===== src/rtl/glitch_sequencer.sv =====
// Triggered glitch pulse generator: on an accepted trigger edge it waits a delay,
// then emits a train of pulses with programmable width, gap and count.
module glitch_sequencer #(
    parameter int CNT_W  = 16,
    parameter int REP_W  = 8,
    parameter int TCNT_W = 8
) (
    input  logic              clk,
    input  logic              rst,
    input  logic              trigger,
    input  logic              abort,
    input  logic [CNT_W-1:0]  delay,
    input  logic [CNT_W-1:0]  width,
    input  logic [CNT_W-1:0]  gap,
    input  logic [REP_W-1:0]  repeat_n,
    output logic              out,
    output logic              busy,
    output logic              done,
    output logic [TCNT_W-1:0] trig_count
);

    typedef enum logic [1:0] {IDLE, DELAY, PULSE, GAP} state_t;

    state_t             r_state;
    logic               r_trig_d;
    logic               r_armed;
    logic [CNT_W-1:0]   r_cnt;
    logic [CNT_W-1:0]   r_width;
    logic [CNT_W-1:0]   r_gap;
    logic [REP_W-1:0]   r_rep;

    logic               w_rise;
    logic [CNT_W-1:0]   w_width_m1;
    logic [CNT_W-1:0]   w_gap_m1;
    logic [REP_W-1:0]   w_rep_m1;

    // r_armed blocks a trigger that is already high on the first edge out of reset
    assign w_rise     = trigger & ~r_trig_d & r_armed;
    // Zero-valued fields behave as 1; store terminal counts (value-1) so all-ones never overflows
    assign w_width_m1 = (width == '0)    ? '0 : width - CNT_W'(1);
    assign w_gap_m1   = (gap == '0)      ? '0 : gap - CNT_W'(1);
    assign w_rep_m1   = (repeat_n == '0) ? '0 : repeat_n - REP_W'(1);

    always_ff @(posedge clk or posedge rst) begin
        if (rst) begin
            r_state    <= IDLE;
            r_trig_d   <= 1'b0;
            r_armed    <= 1'b0;
            r_cnt      <= '0;
            r_width    <= '0;
            r_gap      <= '0;
            r_rep      <= '0;
            out        <= 1'b0;
            busy       <= 1'b0;
            done       <= 1'b0;
            trig_count <= '0;
        end else begin
            r_trig_d <= trigger;
            r_armed  <= 1'b1;
            done     <= 1'b0;
            case (r_state)
                IDLE: begin
                    if (w_rise && !abort) begin
                        r_cnt      <= delay;
                        r_width    <= w_width_m1;
                        r_gap      <= w_gap_m1;
                        r_rep      <= w_rep_m1;
                        busy       <= 1'b1;
                        trig_count <= trig_count + TCNT_W'(1);
                        r_state    <= DELAY;
                    end
                end
                DELAY: begin
                    if (r_cnt == '0) begin
                        out     <= 1'b1;
                        r_cnt   <= r_width;
                        r_state <= PULSE;
                    end else begin
                        r_cnt <= r_cnt - CNT_W'(1);
                    end
                end
                PULSE: begin
                    if (r_cnt != '0) begin
                        r_cnt <= r_cnt - CNT_W'(1);
                    end else if (r_rep == '0) begin
                        out     <= 1'b0;
                        busy    <= 1'b0;
                        done    <= 1'b1;
                        r_state <= IDLE;
                    end else begin
                        out     <= 1'b0;
                        r_cnt   <= r_gap;
                        r_rep   <= r_rep - REP_W'(1);
                        r_state <= GAP;
                    end
                end
                GAP: begin
                    if (r_cnt == '0) begin
                        out     <= 1'b1;
                        r_cnt   <= r_width;
                        r_state <= PULSE;
                    end else begin
                        r_cnt <= r_cnt - CNT_W'(1);
                    end
                end
                default: r_state <= IDLE;
            endcase
            // Abort overrides whatever the state logic chose, including a completion strobe
            if (abort && r_state != IDLE) begin
                out     <= 1'b0;
                busy    <= 1'b0;
                done    <= 1'b0;
                r_state <= IDLE;
            end
        end
    end

endmodule


===== config.mk =====
export PLATFORM = sky130hd
export DESIGN_NAME = glitch_sequencer
export DESIGN_NICKNAME = d
export VERILOG_FILES = /design/src/rtl/glitch_sequencer.sv
export SDC_FILE = /design/constraint.sdc
export NUM_CORES = 1
export LEC_CHECK = 0
export BUFFER_PORTS_ARGS = -buffer_cell sky130_fd_sc_hd__buf_2
export CAP_MARGIN = 40
export CORE_ASPECT_RATIO = 1.2
export CORE_UTILIZATION = 51
export CTS_BUF_LIST = sky130_fd_sc_hd__clkbuf_4 sky130_fd_sc_hd__clkbuf_8 sky130_fd_sc_hd__clkbuf_16
export DETAILED_ROUTE_END_ITERATION = 16
export GPL_TIMING_DRIVEN = 0
export PLACE_DENSITY_LB_ADDON = 0.2
export SYNTH_ARGS = -nofsm -noshare
export SYNTH_HDL_FRONTEND = slang
export SYNTH_SLANG_ARGS = --single-unit

===== constraint.sdc =====
create_clock -name clk -period 2.25 [get_ports clk]
set_input_delay 0.225 -clock clk [delete_from_list [all_inputs] [get_ports clk]]
set_output_delay 0.225 -clock clk [all_outputs]
set_load 0.005 [all_outputs]

== Yosys cells after proc, flatten, opt, wreduce, memory -nomap -nowiden ==
Index checks and enable logic that the tools add are counted.
Cells by class
  mux-type cells: 31
  $add $sub $neg: 6
  bitwise gates (word level): 3
  reductions and logical operators: 21
  equality and inequality tests: 11
Operators by type and width (number)
  $mux 16: 6
  $logic_not 16->1: 3
  $pmux 16 s3: 1
  $sub 16x1->16 const B: 3
  $mux 8: 4
  $logic_not 8->1: 2
  $pmux 8 s2: 1
  $reduce_bool 16->1: 1
  $sub 8x1->8 const B: 2
  $ne 3x3->1 const B: 4
  $mux 1: 11
  $mux 2: 5
  $add 8x1->8 const B: 1
  $reduce_and 4->1: 2
  $ne 2x2->1 const B: 3
  $pmux 2 s3: 1
  $reduce_and 3->1: 2
  $reduce_bool 3->1: 2
  $eq 2x2->1 const B: 2
  $pmux 1 s2: 2
  $reduce_and 2->1: 2
  $reduce_bool 2->1: 2
  $ne 3x1->1 const B: 1
  $and 1x1->1: 2
  6 further kinds: 7
Word-level totals
  register bits after elaboration: 71
  bits of input ports: 60
  output and inout port bits: 11
  logic and storage cells: 83

== Depth between registers and ports, before layout ==
Gate-level depths: netlist of run 1.
  depth in word-level cells: 7
  mapped depth: 9
  mapped depth without buffers: 8

== Worst setup path before layout of run 1 ==
Ideal clock, no wire load.
  path type: reg-to-reg
  from: register r_cnt[0]
  to: register r_rep[3]
  required time: 2129 ps
  arrival: 2270 ps
  clock period less this slack: 2391 ps
  buffers on the path: 0
  stages on the path, launching flop included: 9
  slack: -141 ps
  library setup time: 121 ps
  cell sequence: dfrtp_1 -> inv_1 -> ha_1 -> or3b_2 -> nor4_4 -> nand2_2 -> a221oi_4 -> o21ai_1 -> a22o_1
On the way
  word-level cells in the longest chain between the ends: 3
RTL lines
  from (decl): line 27  | logic [CNT_W-1:0] r_cnt;
  from (signal assigned): line 64  | r_cnt <= delay;
  from (signal assigned): line 76  | r_cnt <= r_width;
  from (signal assigned): line 79  | r_cnt <= r_cnt - CNT_W'(1);
  $reduce_bool 16->1: line 83  | if (r_cnt != '0) begin
  $ne 2x2->1 (no source line)
  $reduce_and 4->1 (no source line)
  to (signal assigned): line 67  | r_rep <= w_rep_m1;
  to (signal assigned): line 93  | r_rep <= r_rep - REP_W'(1);
  to (decl): line 30  | logic [REP_W-1:0] r_rep;
Every way passes these cells.
A chain may end at the register's enable or synchronous reset.

== Worst setup path in the final report of run 1 ==
  from: register r_cnt[1]
  to: register r_rep[3]
The elaborated chain is that of the path after synthesis.

==> results of run 1 <==
[routing by layer]
layer | GRT usage [%] | vias to the layer above
met5 | 0 | -
met4 | 11.5 | 0
met3 | 3.96 | 38
met2 | 48.3 | 195
met1 | 38.0 | 2013
li1 | - | 2000
[critical path, cell delays in order, from the launching register on]
cell,delay [ps]
dfrtp_2,420
inv_2,80
ha_4,140
or3b_4,390
nor4_4,250
buf_4,190
nand2_4,60
a221oi_4,240
buf_6,170
o21ai_2,60
a22o_1,210
[final timing paths]
check	slack, ps	to	cells after the start
max in group asynchronous	1330	r_cnt[12]	4
setup reg to reg	-70	r_rep[3]	10
setup / recovery	-70	r_rep[3]	10
hold reg to reg	470	trig_count[7]	1
min in group asynchronous	360	r_state[1]	3
hold / removal	100	r_gap[0]	2
[per-stage QoR]
step / area (um2) / setup TNS, ps / hold slack (ps) / total power, uW
2_1_floorplan: 4260 / -14.9 / 256 / 2360
3_3_place_gp: 4730 / -56750 / 351 / 2660
3_5_place_dp: 4760 / -12800 / 191 / 2700
4_1_cts: 5250 / -14.9 / 81.3 / 3890
5_1_grt: 5350 / -1550 / 79.6 / 4190
6_report: 5350 / -410 / 96.2 / 3960
[registers in the layout, indices dropped and copies added, names as in the netlist, 2 cells and up]
signal,cells
r_state,2
trig_count,8
r_rep,8
r_gap,16
r_width,16
r_cnt,16
[layout make-up]
class,count,share of cell area [%]
Timing Repair Buffer,100,11.3
Clock buffer,9,2.32
Inverter,16,1.17
Buffer,17,1.80
Sequential cell,71,33.3
Multi-Input combinational cell,380,46.4
Tap cell,95,2.22
Clock inverter,7,1.47
[kinds of logic after synthesis]
logic type | count (synthesis) | synth area share, %
compound gates | 146 | 22.4
xor+xnor | 37 | 7.64
fa+ha+maj | 9 | 2.65
buf+inv | 38 | 3.60
flops | 71 | 41.9
mux | 1 | 0.236
other cells | 1 | 0.0884
simple gates | 186 | 21.6
[where the power goes]
part | internal, uW | switching (uW) | total [uW]
Clock | 523 | 541 | 1060
Sequential | 1570 | 298 | 1860
Combinational | 487 | 548 | 1030
Total | 2580 | 1390 | 3960
[cells in the final DEF, fill, tap and decap left out, drive strengths merged, types with 6 or more instances in the layout]
master / count
buf: 102
nor2: 36
o22ai: 6
xor2: 9
inv: 18
dfrtp: 71
nand4: 6
xnor2: 28
ha: 9
a21oi: 18
a221oi: 9
nor3: 19
a22o: 10
nand2: 73
or3: 6
or4: 8
nor4: 11
clkbuf: 22
o21ai: 65
[repair_timing]
item	CTS	global route
hold buffers	2	0
gates resized for setup	36	25
gates cloned	1	1
buffers inserted	18	6
endpoints found under the setup margin	46	32
pin swaps	8	5
hold endpoints to repair	18	0
==> metrics.yaml, run 1 <==
status: "complete, but fails checks"
violations: "negative setup slack"
clk_pin_slew_ps: 90
path_class: "reg2reg"
cts_buffer_depth: 2
synthCells: 489
grt_start_max_net_pins: 55
drt_wl_total_um: 12100
avgSynthCellArea_um2: 8.68
hp-start: "gap[0]"
grt_pass1_vias: 3916
relSlewSlack_pct: 55.5
drt-initial-drc-count: 243
antenna_found_initial: 0
place_congestion: 0.936
yosys.area.top_type_share_pct: 41.9
regArea_mm2: 0.00178
crit_start: "r_cnt[1]"
ys_seq_elements: 71
synth_edf_count: 0
synth_cell_types: 56
multi_input_area_mm2: 0.00248
r2r-start: "r_cnt[1]"
wl_met3_um: 788
synth_ff_type: "dfrtp_1"
drt_first_pass_iters: 7
ir_worst_vdd_v: 0.000436
skew_ps: 11.7
dp_worst_setup_slack_ps: -602
yosysTopAreaCell: "dfrtp_1"
cts.sinks: 71
insertion_delay_ps: 350
cp.arrival_ps: 2570
die_h_um: 102
drt-vias-per-instance: 6.11
rsz0062_at_grt: "true"
fp.dieArea_mm2: 0.00869
seq_area_frac_synth_pct: 41.9
final_util_pct: 65.9
cts_buffers: 9
worst_slack_ps: -70.9
syn2layout_area_growth_pct: 26.0
worstPathMaxFanout: 7
cts_tree: "done"
grt_pass1_wl_um: 19400
nets: 664
cts_root_buf: "clkbuf_8"
rows: 36
drv_slew: 0
hold_class: "in2reg"
synth_common_cells: "nand2_1, dfrtp_1, o21ai_0"
die_x_um: 85.3
fp.coreArea_mm2: 0.00811
setup_viol: 12
drv_cap: 0
synth_nets: 558
period_share_pct: 103
netlist_area_mm2: 0.00424
yosys_warnings: 0
instances_no_fill: 695
route.met2.wl_um: 6040
crit_path_start_kind: "flop"
drc: 0
grt-ovfl-total: 0
powerDensity_mw_per_mm2: 741
timing.fmax_mhz: 431
hold_viol: 0
drive_above_1_share_pct: 27.3
vias: 4246
ios: 71
ys_async_sr_fraction_pct: 100
top_layer: "met4"
met1_length_um: 4970
dp_hpwl_um: 8750
yosysMostFrequentCell: "nand2_1"
start_util_pct: 52.3
tightestPinTransition_ps: 662
grt_use_total_pct: 28.8
power_leakage_uw: 0.00234
ant_nets: 0
wl_per_cell_um: 17.5
finalCriticalPeriod_ps: 2320
synth_top_cells_by_area: "dfrtp_1, o21ai_0, nand2_1"
timing.critical_path.to_type: "flop"
port_buffers: 70
critPathRequiredTime_ps: 2500
post-place-cells: 655
htree_num_levels: 3
insertedDiodeCount: 0
num-fill-cells: 672
No activity file was read; power rests on OpenSTA's default activity.
==> run 2: changes to the inputs <==
CORE_ASPECT_RATIO = unset   (was 1.2)
==> metrics.yaml, run 2 (synthesized netlist as in run 1, its figures left out) <==
status: "complete, but fails checks"
violations: "negative setup slack"
drt_wl_total_um: 12400
cp.arrival_ps: 2580
fp.coreArea_mm2: 0.00789
worstPathMaxFanout: 5
drt-vias-per-instance: 6.12
fp.dieArea_mm2: 0.00869
grt_pass1_wl_um: 18800
insertedDiodeCount: 0
cts_root_buf: "clkbuf_8"
hold_viol: 0
rows: 32
critPathRequiredTime_ps: 2490
grt_pass1_vias: 3796
drc: 0
cts.sinks: 71
holdPathStages: 2
largest_registers: "r_cnt x16, r_gap x16, r_width x16"
ios: 71
rsz0062_at_grt: "true"
ant_nets: 0
antenna_found_initial: 0
setup_viol: 17
crit_start: "r_cnt[0]"
total_power_uw: 3950
worstRegToRegCells: 10
vias: 4299
clk_pin_slew_ps: 70
grt-ovfl-total: 0
cts_buffer_depth: 2
path_class: "reg2reg"
ir_worst_vdd_v: 0.000343
dp_hpwl_um: 8640
port_buffers: 70
r2r-start: "r_cnt[0]"
die_x_um: 93.2
hold-worst-slack_ps: 77.7
insertion_delay_ps: 360
finalCriticalPeriod_ps: 2340
finalSetupTns_ps: -715
layout.cells.most_common: "buf_2"
drv_cap: 0
hp-start: "width[13]"
timing.critical_path.to_type: "flop"
syn2layout_area_growth_pct: 29.1
cts_tree: "done"
power_leakage_uw: 0.00242
drt_first_pass_iters: 6
drive_above_1_share_pct: 30.3
powerDensity_mw_per_mm2: 721
hold_class: "in2reg"
place_congestion: 0.914
die_h_um: 93.2
relSlewSlack_pct: 45.7
drv_slew: 0
skew_ps: 4.62
timing.fmax_mhz: 427
period_share_pct: 104
htree_num_levels: 3
grt_start_max_net_pins: 48
crit_path_start_kind: "flop"
grt_use_total_pct: 28.4
cts_buffers: 9
worst_slack_ps: -94.1
start_util_pct: 53.8
tightestPinTransition_ps: 807
num-fill-cells: 621
drt-initial-drc-count: 445
nets: 665
final_cell_mix: "buf_2, nand2_1, dfrtp_1"
wl_per_cell_um: 17.7
## run 2: per-layer routing
metal  vias up  global-route usage [%]  wire length (um)
met3        46                    4.39               802
li1       2000                       -                 -
met1      2050                    38.3              5340
met4         0                    15.1               456
met2       203                    43.9              5840
met5         -                       0                 0
## run 2: metrics by stage
step	std cells	worst slack, ps	cell area, um2	utilization, %
detailed placement	663	-514	4780	60.6
global placement	661	-609	4740	60.1
global route	702	-174	5480	69.5
finish	702	-94.1	5480	69.5
CTS	687	-55.1	5130	65.1
floorplan	489	-14.9	4260	-
## run 2: repair_timing
| item | in CTS | in global routing |
|---|---|---|
| cloned | 1 | 1 |
| setup endpoints to repair | 28 | 29 |
| hold endpoints to repair | 25 | 0 |
| buffers inserted | 10 | 17 |
| gates resized for setup | 30 | 68 |
| hold buffers | 2 | 0 |
| pin swaps | 5 | 19 |
## run 2: critical path: stages, from the launching register on
cell and delay (ps):
dfrtp_1 430, inv_2 100, ha_4 140, or3b_4 400
buf_6 130, o41ai_4 330, buf_4 200, buf_6 130
a21oi_1 50, o21ai_1 220, o21ai_1 90
## run 2: worst paths after layout
kind,endpoint,slack [ps]
min in group asynchronous,r_cnt[10],390
worst min-delay path,r_width[13],80
worst max-delay path,r_cnt[11],-90
worst min register to register,trig_count[7],480
worst max register to register,r_cnt[11],-90
max in group asynchronous,r_cnt[4],1300
## run 2: power breakdown
| part | switching, uW | total [uW] | leakage [uW] | internal, uW |
|---|---|---|---|---|
| Clock | 480 | 960 | 0.0000942 | 480 |
| Combinational | 570 | 1090 | 0.00145 | 516 |
| Sequential | 332 | 1900 | 0.000882 | 1570 |
## run 2: area by class of cell
class                   instances  area [um2]  area share, %
multi-input cells             380        2570           47.0
flip-flops and latches         71        1780           32.6
repair buffers                102         657           12.0
clock buffers                  12         165           3.01
well taps                     102         128           2.33
plain buffers                  16        92.6           1.69
inverters                      16        62.6           1.14
clock inverters                 3        17.5          0.320
==> run 3: changes to the inputs <==
GPL_TIMING_DRIVEN = 1   (was 0)
SKIP_CTS_REPAIR_TIMING = 1   (was unset)
==> metrics.yaml, run 3 (synthesized netlist as in run 1, its figures left out) <==
fp.dieArea_mm2: 0.00869
largest_registers: "r_cnt x16, r_gap x16, r_width x16"
drv_cap: 0
timing.fmax_mhz: 444
grt_use_total_pct: 28.4
htree_num_levels: 3
drive_above_1_share_pct: 27.1
worstPathMaxFanout: 6
status: "complete, but fails checks"
place_congestion: 0.928
insertedDiodeCount: 0
hold_class: "in2reg"
vias: 4202
grt_start_max_net_pins: 72
rows: 32
crit_path_start_kind: "flop"
wl_per_cell_um: 16.4
final_util_pct: 67.8
die_x_um: 93.2
cts_tree: "done"
timing.reg2reg.setup_slack_ps: -2
setup_viol: 1
nets: 672
cts_root_buf: "clkbuf_8"
cts_buffer_depth: 2
die_h_um: 93.2
drv_slew: 0
start_util_pct: 53.8
cts.sinks: 71
grt_pass1_vias: 4035
crit_chain: "or4_4 > nor4_4 > nand2_2 > a221oi_4 > buf_6 > o21ai_1 > a22o_1"
hold_viol: 0
insertion_delay_ps: 350
clk_pin_slew_ps: 80
dp_hpwl_um: 8720
timing.critical_path.to_type: "flop"
crit_family: "simple AND/OR/NAND/NOR gates"
slowest_delay_ps: 580
drc: 0
worst_slack_ps: -2.34
rsz0062_at_grt: "true"
final_cell_mix: "dfrtp_1, buf_2, nand2_1"
drt-initial-drc-count: 365
finalCriticalPeriod_ps: 2250
grt_pass1_wl_um: 19000
ant_nets: 0
antenna_found_initial: 0
fp.coreArea_mm2: 0.00789
post-place-cells: 683
cp.arrival_ps: 2500
cp_slowest_cell: "or4_4"
port_buffers: 70
drt-vias-per-instance: 5.92
ios: 71
drt_wl_total_um: 11600
path_class: "reg2reg"
period_share_pct: 100
skew_ps: 7.98
syn2layout_area_growth_pct: 26.0
drt_first_pass_iters: 6
ir_worst_vdd_v: 0.000402
instances_no_fill: 710
cts_buffers: 9
path_buf_inv: 1
powerDensity_mw_per_mm2: 713
critPathRequiredTime_ps: 2500
violations: "negative setup slack"
relSlewSlack_pct: 62.5
power_leakage_uw: 0.00239
num-fill-cells: 636
tightestPinTransition_ps: 555
grt-ovfl-total: 0
[run 3: changes by cell type in the layout (fill, tap and decap cells not counted), moves of 7 or more]
cell      change
o21ai_0      +10
clkbuf_1      -7
buf_6         -9
o21ai_1       -9
buf_4        +28
[run 3: area by class of cell]
class                   instances  area (um2)  area share, %
well taps                     102         128           2.39
repair buffers                125         815           15.2
clock buffers                  10         138           2.57
multi-input cells             380        2390           44.8
flip-flops and latches         71        1780           33.2
inverters                      16        60.1           1.12
clock inverters                 6        36.3          0.679
[run 3: stage by stage]
| stage | TNS [ps] | cell area (um2) | power, uW | hold WS, ps | setup slack [ps] |
|---|---|---|---|---|---|
| after global placement | 0 | 5020 | 2810 | 326 | 35.8 |
| final | -2.34 | 5350 | 3810 | 89.2 | -2.34 |
| after detailed placement | -125 | 5020 | 2850 | 336 | -31.3 |
| after floorplan | -14.9 | 4260 | 2360 | 256 | -14.9 |
| after CTS | -358 | 5190 | 3760 | -44.9 | -65.7 |
| after global routing | -390 | 5350 | 4040 | 91.2 | -84.3 |
[run 3: worst paths after layout]
check | startpoint | cells after the start | end
setup / recovery | r_cnt[8] | 7 | r_rep[2]
hold / removal | gap[0] | 2 | r_gap[0]
setup reg to reg | r_cnt[8] | 7 | r_rep[2]
hold reg to reg | trig_count[7] | 1 | trig_count[7]
max in group asynchronous | rst | 4 | r_cnt[3]
min in group asynchronous | rst | 4 | trig_count[7]
[run 3: layer usage]
| metal | global-route usage (%) | routed length, um |
|---|---|---|
| met5 | 0 | 0 |
| met4 | 14.1 | 463 |
| met3 | 5.12 | 734 |
| met2 | 45.3 | 5400 |
| met1 | 37.2 | 5010 |
[run 3: where the power goes]
group | switching, uW | internal (uW) | total, uW | leakage [uW]
clock network | 502 | 424 | 926 | 0.0000918
registers | 263 | 1560 | 1830 | 0.000888
logic | 559 | 502 | 1060 | 0.00141
total | 1320 | 2490 | 3810 | 0.00239
